$ cat src/rtl/cpu_pkg.sv
`default_nettype none
// +------------------------------------------------------------------+
// | cpu_pkg: FSM states, ISA encodings and ALU codes shared by the   |
// | 16-bit controller and its instruction decoder.                   |
// | Rev 1.0                                                          |
// +------------------------------------------------------------------+
package cpu_pkg;

  typedef enum logic [2:0] {
    S_WAIT      = 3'd0,
    S_DECODE    = 3'd1,
    S_WRITE_IMM = 3'd2,
    S_GET_A     = 3'd3,
    S_GET_B     = 3'd4,
    S_ALU       = 3'd5,
    S_WRITE_REG = 3'd6,
    S_HALT      = 3'd7
  } state_t;

  typedef enum logic [2:0] {
    CLS_MOVI  = 3'd0,
    CLS_MOVR  = 3'd1,
    CLS_ADD   = 3'd2,
    CLS_CMP   = 3'd3,
    CLS_AND   = 3'd4,
    CLS_MVN   = 3'd5,
    CLS_UNDEF = 3'd6
  } instr_cls_t;

  localparam logic [2:0] OPC_MOV     = 3'b110;
  localparam logic [2:0] OPC_ALU     = 3'b101;

  localparam logic [1:0] OP_MOV_IMM  = 2'b10;
  localparam logic [1:0] OP_MOV_REG  = 2'b00;
  localparam logic [1:0] OP_ADD      = 2'b00;
  localparam logic [1:0] OP_CMP      = 2'b01;
  localparam logic [1:0] OP_AND      = 2'b10;
  localparam logic [1:0] OP_MVN      = 2'b11;

  localparam logic [1:0] ALU_ADD     = 2'b00;
  localparam logic [1:0] ALU_SUB     = 2'b01;
  localparam logic [1:0] ALU_AND     = 2'b10;
  localparam logic [1:0] ALU_NOTB    = 2'b11;

  function automatic instr_cls_t classify(input logic [2:0] opcode, input logic [1:0] op);
    instr_cls_t c;
    c = CLS_UNDEF;
    if (opcode == OPC_MOV) begin
      if (op == OP_MOV_IMM)      c = CLS_MOVI;
      else if (op == OP_MOV_REG) c = CLS_MOVR;
    end else if (opcode == OPC_ALU) begin
      case (op)
        OP_ADD:  c = CLS_ADD;
        OP_CMP:  c = CLS_CMP;
        OP_AND:  c = CLS_AND;
        default: c = CLS_MVN;
      endcase
    end
    return c;
  endfunction

endpackage
`default_nettype wire

$ cat src/rtl/cpu_controller_instr_decoder.sv
`default_nettype none
// +------------------------------------------------------------------+
// | instr_decoder: splits the instruction register into its fields,  |
// | classifies it and sign-extends imm8 to the datapath width.       |
// | Rev 1.0                                                          |
// +------------------------------------------------------------------+
module instr_decoder
  import cpu_pkg::*;
#(
  parameter int DATA_W = 16
) (
  input  logic [15:0]       i_ir,
  output instr_cls_t        o_cls,
  output logic [2:0]        o_rn,
  output logic [2:0]        o_rd,
  output logic [2:0]        o_rm,
  output logic [1:0]        o_sh,
  output logic [DATA_W-1:0] o_imm
);

  logic [2:0] w_opcode;
  logic [1:0] w_op;

  assign w_opcode = i_ir[15:13];
  assign w_op     = i_ir[12:11];
  assign o_rn     = i_ir[10:8];
  assign o_rd     = i_ir[7:5];
  assign o_sh     = i_ir[4:3];
  assign o_rm     = i_ir[2:0];
  assign o_imm    = {{(DATA_W-8){i_ir[7]}}, i_ir[7:0]};
  assign o_cls    = classify(w_opcode, w_op);

endmodule
`default_nettype wire

$ cat src/rtl/cpu_controller.sv
`default_nettype none
// +------------------------------------------------------------------+
// | cpu_controller: Moore control FSM driving the 16-bit datapath.   |
// | CTRL_ILLEGAL_EN: undefined instructions trap into HALT.          |
// | Rev 1.0                                                          |
// +------------------------------------------------------------------+
module cpu_controller
  import cpu_pkg::*;
#(
  parameter int DATA_W = 16
) (
  input  logic              clk,
  input  logic              reset,
  input  logic              s,
  input  logic [15:0]       in,
  output logic              w,
  output logic [2:0]        readnum,
  output logic [2:0]        writenum,
  output logic              write,
  output logic              vsel,
  output logic              loada,
  output logic              loadb,
  output logic              loadc,
  output logic              loads,
  output logic              asel,
  output logic              bsel,
  output logic [1:0]        shift,
  output logic [1:0]        ALUop,
  output logic [DATA_W-1:0] imm_out,
  output logic              illegal
);

  state_t      r_state;
  state_t      w_next;
  logic [15:0] r_ir;

  instr_cls_t  w_cls;
  logic [2:0]  w_rn;
  logic [2:0]  w_rd;
  logic [2:0]  w_rm;
  logic [1:0]  w_sh;

  instr_decoder #(
    .DATA_W (DATA_W)
  ) u_dec (
    .i_ir  (r_ir),
    .o_cls (w_cls),
    .o_rn  (w_rn),
    .o_rd  (w_rd),
    .o_rm  (w_rm),
    .o_sh  (w_sh),
    .o_imm (imm_out)
  );

  // IR only loads on an accepted start, so it holds the instruction for its whole run.
  always_ff @(posedge clk) begin
    if (reset) begin
      r_state <= S_WAIT;
      r_ir    <= '0;
    end else begin
      r_state <= w_next;
      if (r_state == S_WAIT && s) begin
        r_ir <= in;
      end
    end
  end

  always_comb begin
    w_next   = r_state;
    w        = 1'b0;
    readnum  = 3'd0;
    writenum = 3'd0;
    write    = 1'b0;
    vsel     = 1'b0;
    loada    = 1'b0;
    loadb    = 1'b0;
    loadc    = 1'b0;
    loads    = 1'b0;
    asel     = 1'b0;
    bsel     = 1'b0;
    shift    = 2'b00;
    ALUop    = ALU_ADD;

    case (r_state)
      S_WAIT: begin
        w = 1'b1;
        if (s) begin
          w_next = S_DECODE;
        end
      end

      S_DECODE: begin
        case (w_cls)
          CLS_MOVI:                   w_next = S_WRITE_IMM;
          CLS_MOVR, CLS_MVN:          w_next = S_GET_B;
          CLS_ADD, CLS_AND, CLS_CMP:  w_next = S_GET_A;
`ifdef CTRL_ILLEGAL_EN
          default:                    w_next = S_HALT;
`else
          default:                    w_next = S_WAIT;
`endif
        endcase
      end

      S_WRITE_IMM: begin
        vsel     = 1'b1;
        write    = 1'b1;
        writenum = w_rn;
        w_next   = S_WAIT;
      end

      S_GET_A: begin
        readnum = w_rn;
        loada   = 1'b1;
        w_next  = S_GET_B;
      end

      S_GET_B: begin
        readnum = w_rm;
        loadb   = 1'b1;
        w_next  = S_ALU;
      end

      S_ALU: begin
        shift  = w_sh;
        w_next = S_WRITE_REG;
        case (w_cls)
          CLS_MOVR: begin
            asel  = 1'b1;
            ALUop = ALU_ADD;
            loadc = 1'b1;
          end
          CLS_AND: begin
            ALUop = ALU_AND;
            loadc = 1'b1;
          end
          CLS_MVN: begin
            ALUop = ALU_NOTB;
            loadc = 1'b1;
          end
          // CMP only updates status; the result is never written back.
          CLS_CMP: begin
            ALUop  = ALU_SUB;
            loads  = 1'b1;
            w_next = S_WAIT;
          end
          default: begin
            ALUop = ALU_ADD;
            loadc = 1'b1;
          end
        endcase
      end

      S_WRITE_REG: begin
        write    = 1'b1;
        writenum = w_rd;
        w_next   = S_WAIT;
      end

`ifdef CTRL_ILLEGAL_EN
      S_HALT: begin
        w_next = S_HALT;
      end
`endif

      default: begin
        w_next = S_WAIT;
      end
    endcase
  end

`ifdef CTRL_ILLEGAL_EN
  assign illegal = (r_state == S_HALT);
`else
  assign illegal = 1'b0;
`endif

endmodule
`default_nettype wire

$ cat config.mk
export PLATFORM = sky130hd
export DESIGN_NAME = cpu_controller
export DESIGN_NICKNAME = d
export VERILOG_FILES = /design/src/rtl/cpu_pkg.sv /design/src/rtl/cpu_controller_instr_decoder.sv /design/src/rtl/cpu_controller.sv
export SDC_FILE = /design/constraint.sdc
export NUM_CORES = 1
export LEC_CHECK = 0
export CAP_MARGIN = 20
export CORE_MARGIN = 4
export CORE_UTILIZATION = 40
export DETAILED_ROUTE_END_ITERATION = 10
export PLACE_DENSITY = 0.79
export SLEW_MARGIN = 20
export SYNTH_ARGS = -nofsm -noshare
export SYNTH_HDL_FRONTEND = slang
export SYNTH_SLANG_ARGS = --single-unit
$ cat constraint.sdc
create_clock -name clk -period 2.5 [get_ports clk]
set_input_delay 0.75 -clock clk [delete_from_list [all_inputs] [get_ports clk]]
set_output_delay 0.75 -clock clk [all_outputs]
set_load 0.01 [all_outputs]
==> tab_implementation.tex <==
\begin{tabular}{lr}
\hline
Metric & Value \\
\hline
\multicolumn{2}{l}{\textbf{Yosys}} \\
\quad Post-synth ARST share & 0\% \\
\quad Cell type with the largest total area after synthesis & dfxtp\_1 \\
\quad Number of cells produced by synthesis & 146 \\
\quad Top cells by instance count after synthesis & nand2\_1 (36), buf\_4 (19), dfxtp\_1 (19) \\
\quad Synthesized flop and latch total & 19 \\
\quad Synthesis warning total & 0 \\
\quad Number of flops mapped to enable cells by yosys & 0 \\
\quad Most used flip-flop cell after synthesis & dfxtp\_1 \\
\quad Syn Std Cell Area & 1160 sq um \\
\quad Portion of the post-synthesis area used by sequential elements & 32.9\% \\
\quad Dominant cells by area after synthesis & dfxtp\_1 (33\%), buf\_4 (12\%), nand2\_1 (12\%) \\
\quad Average size of a mapped cell & 7.92 sq um \\
\quad Distinct cells, synth & 34 \\
\quad Share of the synthesized area in the top cell type & 32.9\% \\
\quad Most repeated cell in the gate-level netlist after synthesis & nand2\_1 \\
\multicolumn{2}{l}{\textbf{Worst setup path}} \\
\quad Delay of the slowest cell on the worst path & 0.54 ns \\
\quad Cell breakdown of the critical path & and2b\_2 -> and3\_1 -> clkdlybuf4s50\_1 \\
\quad Worst reg2reg path depth & 6 \\
\quad WP data arrival & 1.66 ns \\
\quad Critical Path Start Type & flop \\
\quad Worst-path maximum fanout & 7 \\
\quad Buffers plus inverters on the worst setup path & 1 \\
\quad Startpoint of the most critical register-to-register path & r\_state[0] \\
\quad Worst reg-to-reg setup slack & 0.97 ns \\
\quad Cell family with the largest share of critical-path delay & buffers and inverters \\
\quad Slowest stage cell, crit path & clkdlybuf4s50\_1 \\
\quad Critical path data required time & 1.75 ns \\
\quad Capturing element type of the critical path & output pin \\
\quad Capturing point of the worst reg2reg path & r\_ir[2] \\
\quad Critical Setup Path Class & flop to output pin \\
\multicolumn{2}{l}{\textbf{Finish}} \\
\quad FILL cells & 261 \\
\quad Proportion of layout cells with a drive suffix above 1 & 17.0\% \\
\quad Non-filler instance count after layout & 213 \\
\quad Antenna Diode Count & 0 \\
\quad Layout area overhead & 39.2\% \\
\quad Number of nets in the layout & 202 \\
\multicolumn{2}{l}{\textbf{Min path}} \\
\quad Worst Hold Endpoint & r\_ir[1] \\
\quad Number of stages on the worst hold path & 2 \\
\quad Path type of the worst min-delay path & flop to flop \\
\quad Beginning of the worst hold path & r\_ir[1] \\
\multicolumn{2}{l}{\textbf{Timing}} \\
\quad Unrepaired setup endpoints after global routing & false \\
\quad Peak clock frequency supported by timing & 414 MHz \\
\quad Final setup violating endpoints & 0 \\
\quad Transition at the pin with the smallest max-transition slack & 0.514 ns \\
\quad Min setup slack post-route & 0.0870 ns \\
\quad Number of max-slew violations in the final report & 0 \\
\quad Share of the clock period used by the worst path after layout & 96.5\% \\
\quad Final sum of negative setup slack & 0 ns \\
\quad Final hold vios & 0 \\
\quad Final critical-path required period & 2.41 ns \\
\quad Layout Skew & 0.00391 ns \\
\quad Slew headroom & 65.6\% \\
\multicolumn{2}{l}{\textbf{Die}} \\
\quad Placeable Area & 2760 sq um \\
\quad Die ar. & 3810 sq um \\
\quad Number of placement rows & 19 \\
\quad IO Count & 55 \\
\quad Initial Utilization & 41.9\% \\
\quad Y dimension of the die & 61.8 um \\
\quad Overall die width & 61.8 um \\
\multicolumn{2}{l}{\textbf{Power and ir drop}} \\
\quad Sequential cell fraction of total power & 48.6\% \\
\quad Portion of total power attributed to the clock network & 22.4\% \\
\quad Pwr dens & 452 nW/um\^{}2 \\
\quad Part of the power in combinational logic & 29.0\% \\
\quad Net switching power of the design & 0.225 mW \\
\quad Static leakage power & 0.687 nW \\
\quad Cell-internal power & 0.501 mW \\
\quad Worst-case vdd ir drop & 0.000453 V \\
\quad Switch share & 31.0\% \\
\multicolumn{2}{l}{\textbf{GRT}} \\
\quad Global route overflow & 0 \\
\quad Global-route total usage across every layer & 16.8\% \\
\quad Antenna violations before repair & 0 \\
\quad Via count of the first global-routing pass & 1080 \\
\quad Largest net degree at the start of global routing & 17 \\
\quad First-pass GRT wire length & 4.69 mm \\
\multicolumn{2}{l}{\textbf{Detailed routing}} \\
\quad Routed vias & 1050 \\
\quad Initial DRC count & 32 \\
\quad Antenna viol nets, final & 0 \\
\quad Number of iterations in the first detailed-routing pass & 4 \\
\quad Per-cell via count in the routed design & 4.93 \\
\quad DRC & 0 \\
\quad Total wire length after detailed routing & 2.93 mm \\
\quad DR WL/cell & 13.8 um \\
\multicolumn{2}{l}{\textbf{Clock network}} \\
\quad Depth of the CTS H-tree & 1 \\
\quad Clk slew on worst S/H paths & 0.11 ns \\
\quad TritonCTS clock tree & built \\
\quad Clk root buf & clkbuf\_4 \\
\quad Cts bufs inserted & 3 \\
\quad Maximum count of clock buffers along a single path & 2 \\
\quad Number of hold-repair buffers added at the cts stage & 0 \\
\quad Clock sink count & 19 \\
\quad Clock Latency Late Sink & 0.31 ns \\
\quad Post-cts sizing count & 14 \\
\quad Buffers inserted during post-CTS setup optimization & 0 \\
\multicolumn{2}{l}{\textbf{Placement}} \\
\quad Number of input and output port buffers inserted & 52 \\
\quad DP Wirelength & 2.36 mm \\
\quad Placed instance count & 209 \\
\quad Routability cong. & 0.869 \\
\quad Placement Setup Slack & 0.172 ns \\
\multicolumn{2}{l}{\textbf{Status}} \\
\quad Status & finished, final reports clean \\
\multicolumn{2}{l}{\textbf{Flow run}} \\
\quad Maxcap violations & 0 \\
\hline
\end{tabular}
-- kinds of logic (layout without fill, tap and decap cells) --
logic type	after synthesis	in the layout	share of synthesized area, %
multiplexers	3	3	2.60
other	1	2	0.324
AO/OA/AOI/OAI	26	26	16.6
buffers and inverters	28	63	18.2
flip-flops	19	19	32.9
AND/OR/NAND/NOR	69	69	29.4
-- flip-flops by register name, summed over array words and instances, names as in the netlist --
signal   cells
r_ir        16
r_state      3
-- placed cells by master (no fill, tap or decap), drive strengths merged, types with 2 or more instances in the layout --
cell type	n
mux2i	3
nand4b	2
buf	6
a22o	3
clkdlybuf4s50	40
a31oi	2
clkbuf	3
nand2b	2
dfxtp	19
conb	2
nor2	9
nor3	4
nand2	38
a21oi	18
nor2b	3
and2	4
dlygate4sd2	8
and3	2
dlymetal6s2s	4
-- layer usage --
metal | vias up | part of all wire, % | track usage (%) | wire length [um]
met5 | - | 0 | 0 | 0
met4 | 0 | 2.6 | 8.79 | 77
met3 | 8 | 5.8 | 4.55 | 169
met2 | 29 | 53 | 29.4 | 1560
met1 | 483 | 38 | 18.3 | 1130
li1 | 530 | - | - | -
-- stage by stage --
stage | area, sq um | util [%] | hold WS [ns] | power (mW)
global placement | 1560 | 56.5 | 0.461 | 0.561
finish | 1610 | 58.3 | 0.489 | 0.727
global route | 1610 | 58.3 | 0.513 | 0.769
detailed placement | 1560 | 56.5 | 0.474 | 0.568
CTS | 1600 | 57.9 | 0.491 | 0.733
floorplan | 1160 | - | 0.445 | 0.507
-- power by group through the flow --
stage | sequential [mW] | combinational [mW] | clock, mW
6_report | 0.353 | 0.210 | 0.163
5_1_grt | 0.358 | 0.229 | 0.182
4_1_cts | 0.353 | 0.212 | 0.167
3_5_place_dp | 0.360 | 0.208 | 0
3_3_place_gp | 0.359 | 0.202 | 0
2_1_floorplan | 0.350 | 0.157 | 0
-- tightest hold or removal path, delay by kind of cell, from the launching register on --
kind,cells,cell delay (ns)
AO/OA/AOI/OAI,1,0.05
flip-flops,1,0.34
AND/OR/NAND/NOR,1,0.06
-- worst max-delay path by stage --
stage | from | end | slack, ns | cells after the start
2_1_floorplan | r_state[2] | readnum[0] | 0.52 | 4
3_3_place_gp | r_state[1] | readnum[2] | 0.22 | 4
3_5_place_dp | r_state[1] | readnum[1] | 0.17 | 4
4_1_cts | r_state[0] | writenum[1] | 0.01 | 4
5_1_grt | r_state[2] | loada | 0.007 | 4
6_report | r_state[1] | shift[1] | 0.09 | 3
-- layout make-up --
class	instances	area, sq um	share of cell area (%)
Tap cell	31	38.8	2.41
Sequential cell	19	380	23.6
Clock buffer	3	22.5	1.40
Inverter	1	3.75	0.233
Clock inverter	1	7.51	0.467
Timing Repair Buffer	58	566	35.1
Multi-Input combinational cell	100	591	36.7
Note: power is estimated with default switching activity, not from simulation.
